### src/rtl/pipeline_hazard_ctrl.sv
// Central stall/flush controller for the five-stage pipeline: load-use interlock,
// mispredict squash, multi-cycle data memory handshake and saturating perf counters.
module pipeline_hazard_ctrl #(
  parameter int PREG_WIDTH = 6,
  parameter int CNT_WIDTH  = 32
) (
  input  logic                  clk,
  input  logic                  rst_n,
  input  logic                  id_rs_valid,
  input  logic                  id_rt_valid,
  input  logic [PREG_WIDTH-1:0] id_rs_addr,
  input  logic [PREG_WIDTH-1:0] id_rt_addr,
  input  logic                  ex_mem_enable,
  input  logic                  ex_mem_rw,
  input  logic                  ex_wb_reg,
  input  logic [PREG_WIDTH-1:0] ex_write_addr,
  input  logic                  branch_mispredict,
  input  logic                  mem_enable,
  input  logic                  mem_ack,
  output logic                  mem_req,
  output logic                  stall_if,
  output logic                  stall_id,
  output logic                  stall_ex,
  output logic                  stall_mem,
  output logic                  flush_id,
  output logic                  flush_ex,
  output logic                  flush_mem,
  output logic                  flush_wb,
  output logic [CNT_WIDTH-1:0]  stall_cycles,
  output logic [CNT_WIDTH-1:0]  flush_events
);

  typedef enum logic [1:0] {
    ST_IDLE = 2'd0,
    ST_WAIT = 2'd1,
    ST_DONE = 2'd2
  } state_t;

  state_t                r_state;
  state_t                w_next_state;
  logic                  r_mem_req;
  logic [CNT_WIDTH-1:0]  r_stall_cycles;
  logic [CNT_WIDTH-1:0]  r_flush_events;
  logic                  w_mem_hold;
  logic                  w_rs_match;
  logic                  w_rt_match;
  logic                  w_load_use;

  always_ff @(posedge clk) begin
    if (!rst_n) begin
      r_state   <= ST_IDLE;
      r_mem_req <= 1'b0;
    end else begin
      r_state   <= w_next_state;
      r_mem_req <= (w_next_state == ST_WAIT);
    end
  end

  // DONE exists so the instruction still parked in MEM cannot re-request.
  always_comb begin
    w_next_state = r_state;
    case (r_state)
      ST_IDLE: if (mem_enable) w_next_state = ST_WAIT;
      ST_WAIT: if (mem_ack)    w_next_state = ST_DONE;
      ST_DONE: w_next_state = ST_IDLE;
      default: w_next_state = ST_IDLE;
    endcase
  end

  always_comb begin
    w_mem_hold = ((r_state == ST_IDLE) && mem_enable) || (r_state == ST_WAIT);
    w_rs_match = id_rs_valid && (id_rs_addr == ex_write_addr);
    w_rt_match = id_rt_valid && (id_rt_addr == ex_write_addr);
    w_load_use = ex_mem_enable && !ex_mem_rw && ex_wb_reg &&
                 (ex_write_addr != '0) && (w_rs_match || w_rt_match);
  end

  // Memory hold outranks the squash, which outranks the load-use bubble.
  always_comb begin
    stall_if  = 1'b0;
    stall_id  = 1'b0;
    stall_ex  = 1'b0;
    stall_mem = 1'b0;
    flush_id  = 1'b0;
    flush_ex  = 1'b0;
    flush_mem = 1'b0;
    flush_wb  = 1'b0;
    if (w_mem_hold) begin
      stall_if  = 1'b1;
      stall_id  = 1'b1;
      stall_ex  = 1'b1;
      stall_mem = 1'b1;
      flush_wb  = 1'b1;
    end else if (branch_mispredict) begin
      flush_id = 1'b1;
      flush_ex = 1'b1;
    end else if (w_load_use) begin
      stall_if = 1'b1;
      stall_id = 1'b1;
      flush_ex = 1'b1;
    end
  end

  always_ff @(posedge clk) begin
    if (!rst_n) begin
      r_stall_cycles <= '0;
      r_flush_events <= '0;
    end else begin
      if (stall_mem && !(&r_stall_cycles))
        r_stall_cycles <= r_stall_cycles + CNT_WIDTH'(1);
      if (flush_id && !(&r_flush_events))
        r_flush_events <= r_flush_events + CNT_WIDTH'(1);
    end
  end

  assign mem_req      = r_mem_req;
  assign stall_cycles = r_stall_cycles;
  assign flush_events = r_flush_events;

endmodule

### config.mk
export PLATFORM = sky130hd
export DESIGN_NAME = pipeline_hazard_ctrl
export DESIGN_NICKNAME = d
export VERILOG_FILES = /design/src/rtl/pipeline_hazard_ctrl.sv
export SDC_FILE = /design/constraint.sdc
export NUM_CORES = 1
export LEC_CHECK = 0
export BUFFER_PORTS_ARGS = -buffer_cell sky130_fd_sc_hd__buf_2
export CORE_MARGIN = 3
export CORE_UTILIZATION = 40
export CTS_BUF_LIST = sky130_fd_sc_hd__clkbuf_4
export DETAILED_ROUTE_END_ITERATION = 8
export PLACE_DENSITY = 0.71
export SLEW_MARGIN = 30
export SYNTH_ARGS = -nofsm -noshare
export SYNTH_HDL_FRONTEND = slang
export SYNTH_SLANG_ARGS = --single-unit
### constraint.sdc
create_clock -name clk -period 3.35 [get_ports clk]
set_input_delay 0.67 -clock clk [delete_from_list [all_inputs] [get_ports clk]]
set_output_delay 0.67 -clock clk [all_outputs]
set_load 0.1 [all_outputs]
Word-level counts from Yosys, hierarchy flattened
Index checks and enable logic that the tools add are counted.
- add/subtract/negate cells: 2
- equality and inequality tests: 4
- muxes and demuxes: 11
- reductions and logical operators: 18
- operators with widths (operator ; number):
    32-bit by 1-bit adder with 32-bit output (second input constant) ; 2
    32-bit AND reduction ; 2
    6-bit equality test ; 2
    1-bit logical AND ; 9
    1-bit two-way mux ; 8
    6-bit nonzero test ; 1
    2-bit by 1-bit equality test with 1-bit output (second input constant) ; 2
    2-bit two-way mux ; 2
    2-bit one-hot mux with 2 select lines ; 1
    1-bit logical NOT ; 3
    2-bit logical NOT ; 1
    1-bit logical OR ; 2
- flip-flop bits (word level): 67
- input port bits: 28
- output and inout port bits: 73
- logic and storage cells: 39

Depth between registers and ports, before layout
Gate-level depths: netlist of the first run.
- depth in word-level cells: 8
- depth in mapped cells: 9

Worst setup path before layout of the first run
Ideal clock, no wire load.
- path kind: input-to-output
- from: in ex_write_addr[2]
- to: out stall_if
- arrival: 3924 ps
- slack: -1244 ps
- stages: 5
- path buffers: 1
- cell sequence: xor2_1 -> nor4_1 -> o21ai_0 -> o21ai_0 -> buf_4
- cells in the longest elaborated chain, start to end: 7
- ends and longest elaborated chain (what ; line ; text):
    start: declaration ; 16 ; input logic [PREG_WIDTH-1:0] ex_write_addr,
    6-bit equality test, on equally long branches ; 72, 73 ;
    1-bit logical AND, on equally long branches ; 72, 73 ;
    1-bit logical OR ; 75 ; (ex_write_addr != '0) && (w_rs_match || w_rt_match);
    1-bit logical AND (*) ; 75 ;
    1-bit two-way mux (*) (3 in series) ; - ;
    end: declaration ; 21 ; output logic stall_if,
Every way passes the cells marked *; elsewhere a longest branch is shown, timed or not.

Final worst setup path of the first run
- from: in ex_write_addr[3]
- to: out stall_id
- cells in the longest elaborated chain, start to end: 7
- ends and longest elaborated chain (what ; line ; text):
    6-bit equality test, on equally long branches ; 72, 73 ;
    1-bit logical AND, on equally long branches ; 72, 73 ;
    1-bit logical OR ; 75 ;
    1-bit logical AND (*) ; 75 ;
    1-bit two-way mux (*) ; 97 ; end else if (w_load_use) begin
    1-bit two-way mux (*) ; 94 ; end else if (branch_mispredict) begin
    1-bit two-way mux (*) ; 88 ; if (w_mem_hold) begin
    end: declaration ; 22 ; output logic stall_id,
Marked as above.

==> results of run 1 <==
-- area by class of cell --
| type | count | area (um2) |
|---|---|---|
| Fill cell | 854 | 4210 |
| Sequential cell | 67 | 1340 |
| Inverter | 10 | 37.5 |
| Tap cell | 105 | 131 |
| Clock inverter | 6 | 32.5 |
| Clock buffer | 10 | 75.1 |
| Multi-Input combinational cell | 335 | 2050 |
| Timing Repair Buffer | 105 | 541 |
-- Yosys cell counts, types with 11 or more instances --
cell / count / share of area
nand3_1: 23 / 0.032
o21ai_0: 27 / 0.038
nand2_1: 42 / 0.044
o31ai_1: 13 / 0.027
or3_1: 24 / 0.042
nor4_1: 14 / 0.025
and3_1: 11 / 0.019
dfxtp_1: 67 / 0.38
or4_1: 16 / 0.034
nor2_1: 18 / 0.019
clkbuf_1: 11 / 0.012
xnor2_1: 16 / 0.039
a21oi_1: 36 / 0.051
nand4_1: 22 / 0.039
-- cells by family after synthesis --
kind of cell	count (synthesis)	synth area share
other cells	1	0.00106
flops	67	0.377
fa+ha+maj	2	0.00704
simple gates	204	0.321
xor+xnor	26	0.0641
mux	7	0.0197
buf+inv	35	0.0465
compound gates	95	0.163
-- how the worst min path moves through the flow --
stage,cells after the start,slack [ns],to
2_1_floorplan,1,0.40,r_state[1]
3_3_place_gp,1,0.41,r_state[1]
3_5_place_dp,1,0.42,r_state[1]
4_1_cts,1,0.44,r_state[1]
5_1_grt,1,0.47,r_state[1]
6_report,1,0.44,r_state[1]
-- flip-flops by register name (all words and copies together) (netlist names) --
register and count:
mem_req 1, r_state 2, flush_events 32, stall_cycles 32
-- worst max-delay path, delay by kind of cell --
kind | cells | cell delay, ns
simple gates | 3 | 0.75
buf+inv | 2 | 0.43
compound gates | 2 | 0.25
-- routing by layer --
metal / routed length (um) / part of all wire
met5: 0 / 0
met1: 4140 / 0.44
met4: 111 / 0.012
met3: 529 / 0.056
met2: 4670 / 0.49
-- where the power goes --
part | switching [mW] | total, mW | internal, mW | leakage, nW
Sequential | 0.0117 | 0.815 | 0.804 | 0.541
Clock | 0.300 | 0.455 | 0.155 | 0.0673
Combinational | 0.165 | 0.207 | 0.0421 | 0.968
-- through the flow --
stage                     power (mW)   util  hold slack [ns]  cells  worst slack, ns
after floorplan                0.996      -            0.400    437           -0.431
after global placement          1.04  0.487            0.410    622            0.618
after detailed placement        1.04  0.487            0.425    622            0.574
after CTS                       1.49  0.500            0.443    638            0.573
after global routing            1.54  0.500            0.472    638            0.481
final                           1.48  0.500            0.443    638            0.579
==> results.sh, run 1 <==
export IMPL_status="complete, no violations"
export IMPL_clockBufferDepth=2
export IMPL_drt_iter0_markers=114
export IMPL_crit_arrival_ns=2.10
export IMPL_core_area_um2=8420
export IMPL_placed_area_um2=4100
export IMPL_cts_sinks=67
export IMPL_grt_pass1_wl_mm=15.6
export IMPL_period_minus_slack_ns=2.77
export IMPL_drc_errors=0
export IMPL_synth_cell_type_count=46
export IMPL_synth_seq_area_share=0.377
export IMPL_reg2reg_to="flush_events[6]"
export IMPL_fin_worst_skew_ns=0.0224
export IMPL_cts_htree_levels=3
export IMPL_port_buffers=99
export IMPL_criticalPathCategory="input pin to output pin"
export IMPL_n_antenna_cell=0
export IMPL_ant_nets=0
export IMPL_dpl_hpwl_mm=6.75
export IMPL_dr_total_vias=3594
export IMPL_critPathSlowestCell="or4_1"
export IMPL_rsz0062_at_grt="no"
export IMPL_max_cap_violations=0
export IMPL_worst_pin_slew_ns=0.803
export IMPL_r2r_slack_ns=1.00
export IMPL_synth_ff_type="dfxtp_1"
export IMPL_grt_use_met3=0.0549
export IMPL_p_per_area_nw_per_um2=351
export IMPL_setup_violations=0
export IMPL_finalHoldViolCount=0
export IMPL_grt_pass1_vias=3341
export IMPL_track_usage=0.190
export IMPL_post_drt_wl_per_cell_um=14.8
export IMPL_layout_commonest_cell="buf_2"
export IMPL_start_kind="input pin"
export IMPL_core_rowCount=33
export IMPL_post_cts_buffers=0
export IMPL_grt_remaining_overflow=0
export IMPL_path_clk_slew_ns=0.11
export IMPL_cts_tree="done"
export IMPL_layout_drive_gt1_share=0.246
export IMPL_place_congestion=0.841
export IMPL_critPathMaxFanout=3
export IMPL_cts_buffers=9
export IMPL_end_kind="output pin"
export IMPL_yosysWarnings=0
export IMPL_async_flop_share=0
export IMPL_tns_ns=0
export IMPL_synth_area_per_cell_um2=8.13
export IMPL_netlist_area_um2=3550
export IMPL_vias_per_cell=5.63
export IMPL_max_freq_mhz=361
export IMPL_grt_busiest_layer="met2"
export IMPL_synthesis_nets=467
export IMPL_max_vdd_ir_drop_v=0.000214
export IMPL_cp_startpoint="ex_write_addr[3]"
export IMPL_r2r_start="flush_events[22]"
export IMPL_drtPass1Iterations=4
export IMPL_cts_hold_fix_buffers=0
export IMPL_final_cell_mix="buf_2, dfxtp_1, nand2_1"
export IMPL_relSlewSlack=0.464
export IMPL_finalCritPeriodShare=0.827
export IMPL_design_area_um2=4210
export IMPL_hold_class="register to register"
export IMPL_post_cts_resized=0
export IMPL_syn_inst=437
export IMPL_grtUsageMet2=0.323
export IMPL_met1_usage=0.229
export IMPL_finalNetCount=558
export IMPL_die_area_um2=10100
export IMPL_dieHeight_um=100
export IMPL_dieWidth_um=100
export IMPL_max_stage_delay_ns=0.52
export IMPL_grt_start_max_net_pins=37
export IMPL_crit_end="stall_id"
export IMPL_clockRootBuffer="clkbuf_4"
export IMPL_min_from="r_state[1]"
export IMPL_maxSlewViolCount=0
export IMPL_io_pins=101
export IMPL_r2r_cells=5
export IMPL_crit_required_ns=2.68
export IMPL_syn2layout_area_growth_pct=18.5
export IMPL_synth_edf_count=0
export IMPL_routed_wl_mm=9.45
export IMPL_synth_seq_cells=67
export IMPL_antenna_found_initial=0
export IMPL_clkLatencyLatePin_ns=0.42
export IMPL_p_leak_nw=1.58
export IMPL_crit_chain="buf_2 -> or4_1 -> nor3_1 -> nor3_1 -> o21ai_0 -> o21ai_1 -> buf_2"
export IMPL_start_util=0.422
(Power assumes the default switching activity.)
==> run 2, diff against run 1 <==
--- a/config.mk
+++ b/config.mk
@@ -5,12 +5,13 @@
 export SDC_FILE = /design/constraint.sdc
 export NUM_CORES = 1
 export LEC_CHECK = 0
+export ABC_AREA = 1
 export BUFFER_PORTS_ARGS = -buffer_cell sky130_fd_sc_hd__buf_2
 export CORE_MARGIN = 3
 export CORE_UTILIZATION = 40
 export CTS_BUF_LIST = sky130_fd_sc_hd__clkbuf_4
 export DETAILED_ROUTE_END_ITERATION = 8
-export PLACE_DENSITY = 0.71
+export PLACE_DENSITY = 0.69
 export SLEW_MARGIN = 30
 export SYNTH_ARGS = -nofsm -noshare
 export SYNTH_HDL_FRONTEND = slang
==> constraint.sdc (replaced) <==
create_clock -name clk -period 2.8 [get_ports clk]
set_input_delay 0.56 -clock clk [delete_from_list [all_inputs] [get_ports clk]]
set_output_delay 0.56 -clock clk [all_outputs]
set_load 0.1 [all_outputs]
==> results.sh, run 2 <==
export IMPL_status="complete, no violations"
export IMPL_syn2layout_area_growth_pct=15.9
export IMPL_cp_top_family="buffers and inverters"
export IMPL_relSlewSlack=0.543
export IMPL_dieWidth_um=110
export IMPL_clockBufferDepth=2
export IMPL_crit_end="stall_id"
export IMPL_grt_pass1_vias=4294
export IMPL_p_switching_uw=625
export IMPL_cp_depth=10
export IMPL_final_util=0.482
export IMPL_synth_edf_count=0
export IMPL_ant_nets=0
export IMPL_port_buffers=99
export IMPL_yosysTopAreaCellShare=0.308
export IMPL_grt_remaining_overflow=0
export IMPL_antenna_found_initial=0
export IMPL_drtPass1Iterations=4
export IMPL_grt_pass1_wl_mm=19.7
export IMPL_placed_area_um2=4930
export IMPL_n_antenna_cell=0
export IMPL_seqPwrFrac=0.526
export IMPL_drt_iter0_markers=282
export IMPL_max_stage_delay_ns=0.43
export IMPL_core_rowCount=37
export IMPL_period_minus_slack_ns=2.33
export IMPL_design_area_um2=5040
export IMPL_criticalPathCategory="input pin to output pin"
export IMPL_total_power_mw=1.86
export IMPL_cts_buffers=9
export IMPL_syn_inst=728
export IMPL_synth_ff_type="dfxtp_1"
export IMPL_core_area_um2=10500
export IMPL_maxSlewViolCount=0
export IMPL_synth_cell_type_count=34
export IMPL_p_leak_nw=2.29
export IMPL_dpl_hpwl_mm=8.76
export IMPL_synth_seq_cells=67
export IMPL_pre_cts_ws_ns=0.478
export IMPL_post_drt_wl_per_cell_um=12.0
export IMPL_dieHeight_um=110
export IMPL_comb_power_share=0.174
export IMPL_end_kind="output pin"
export IMPL_tns_ns=0
export IMPL_clkLatencyLatePin_ns=0.42
export IMPL_fin_worst_skew_ns=0.0289
export IMPL_clockRootBuffer="clkbuf_4"
export IMPL_place_congestion=0.837
export IMPL_p_per_area_nw_per_um2=369
export IMPL_cp_startpoint="ex_write_addr[0]"
export IMPL_track_usage=0.201
export IMPL_finalHoldViolCount=0
export IMPL_dr_total_vias=4639
export IMPL_synth_seq_area_share=0.308
export IMPL_cts_hold_fix_buffers=0
export IMPL_r2r_cells=11
export IMPL_synthesis_nets=758
export IMPL_synth_area_per_cell_um2=5.97
export IMPL_grt_start_max_net_pins=51
export IMPL_rsz0062_at_grt="no"
export IMPL_r2r_slack_ns=0.82
export IMPL_max_vdd_ir_drop_v=0.000155
export IMPL_synth_area_leaders="dfxtp_1, nand2_1, nor2_1"
export IMPL_final_cell_mix="nand2_1, nor2_1, buf_2"
export IMPL_sw_frac_of_total=0.336
export IMPL_yosysWarnings=0
export IMPL_start_util=0.416
export IMPL_min_from="mem_ack"
export IMPL_path_clk_slew_ns=0.10
export IMPL_io_pins=101
export IMPL_layout_drive_gt1_share=0.185
export IMPL_max_freq_mhz=430
export IMPL_die_area_um2=12200
export IMPL_max_cap_violations=0
export IMPL_fin_ws_ns=0.474
export IMPL_worst_pin_slew_ns=0.685
export IMPL_cpMostUsedCell="nand2_1"
export IMPL_cts_sinks=67
export IMPL_netlist_top_cells_count="nand2_1, nor2_1, inv_1, dfxtp_1, nand3_1"
export IMPL_yosysTopAreaCell="dfxtp_1"
export IMPL_cts_tree="done"
export IMPL_p_int_mw=1.24
export IMPL_setup_violations=0
export IMPL_reg2reg_to="stall_cycles[26]"
export IMPL_r2r_start="stall_cycles[0]"
export IMPL_finalCritPeriodShare=0.831
export IMPL_start_kind="input pin"
export IMPL_routed_wl_mm=11.5
export IMPL_post_cts_buffers=0
export IMPL_vias_per_cell=4.82
export IMPL_hold_class="input pin to register"
export IMPL_crit_chain="buf_2 -> inv_1 -> or2_2 -> nand3_1 -> nor2_1 -> nand2_1 -> nand2_1 -> nand3_1 -> nand2_1 -> buf_2"
export IMPL_crit_arrival_ns=1.77
export IMPL_cts_htree_levels=3
export IMPL_synth_most_common_cell="nand2_1"
export IMPL_clockPowerShare=0.300
export IMPL_async_flop_share=0
export IMPL_netlist_area_um2=4350
export IMPL_finalNetCount=852
export IMPL_critPathBufInv=3
export IMPL_drc_errors=0
export IMPL_layout_commonest_cell="nand2_1"
export IMPL_critPathSlowestCell="buf_2"
export IMPL_post_cts_resized=0
export IMPL_crit_required_ns=2.24
export IMPL_critPathMaxFanout=3
## run 2: worst min-delay path by stage
stage                     slack, ns    endpoint  depth (start not counted)
final                          0.40  r_state[1]                          3
after global routing           0.39  r_state[1]                          3
after CTS                      0.37  r_state[1]                          3
after detailed placement       0.45  r_state[1]                          1
after global placement         0.45  r_state[1]                          1
after floorplan                0.43  r_state[1]                          1
## run 2: layout make-up
cell class | count | area, um2
Fill cell | 1164 | 5420
Clock inverter | 5 | 30.0
Inverter | 80 | 300
Multi-Input combinational cell | 560 | 2550
Tap cell | 136 | 170
Clock buffer | 11 | 82.6
Sequential cell | 67 | 1340
Timing Repair Buffer | 104 | 563
## run 2: logic make-up after synthesis
group	share of synthesized area
and+or+nand+nor	0.484
buffers and inverters	0.104
xor gates and xnor gates	0.0242
AOI/OAI and AO/OA	0.0722
DFF	0.308
adders and majority gates	0.00575
other	0.000862
## run 2: per-layer routing
metal,global-route usage,vias up,routed length [um]
li1,-,2472,-
met1,0.253,2051,5250
met2,0.349,105,5520
met3,0.0402,11,635
met4,0.0510,0,114
met5,0,-,0
## run 2: worst register-to-register path, stage by stage, from the launching register on
cell and delay (ns):
dfxtp_1 0.40, ha_1 0.21, nand2_1 0.09, nor2_2 0.18
nand2_1 0.13, nor2_2 0.13, nand3_2 0.23, buf_4 0.30
nand2_1 0.10, nand2_1 0.05, nand2_1 0.05, nor2_1 0.04
## run 2: per-stage QoR
| stage | instances | hold slack [ns] |
|---|---|---|
| after global placement | 947 | 0.446 |
| after detailed placement | 947 | 0.449 |
| after CTS | 963 | 0.374 |
| after floorplan | 728 | 0.432 |
| after global routing | 963 | 0.391 |
| final | 963 | 0.398 |
## run 2: power groups by stage
| stage | combinational, mW | sequential [mW] | clock, mW |
|---|---|---|---|
| 3_5_place_dp | 0.326 | 1.00 | 0 |
| 2_1_floorplan | 0.180 | 1.08 | 0 |
| 4_1_cts | 0.326 | 0.979 | 0.585 |
| 3_3_place_gp | 0.323 | 1.00 | 0 |
| 5_1_grt | 0.346 | 0.982 | 0.620 |
| 6_report | 0.324 | 0.979 | 0.558 |
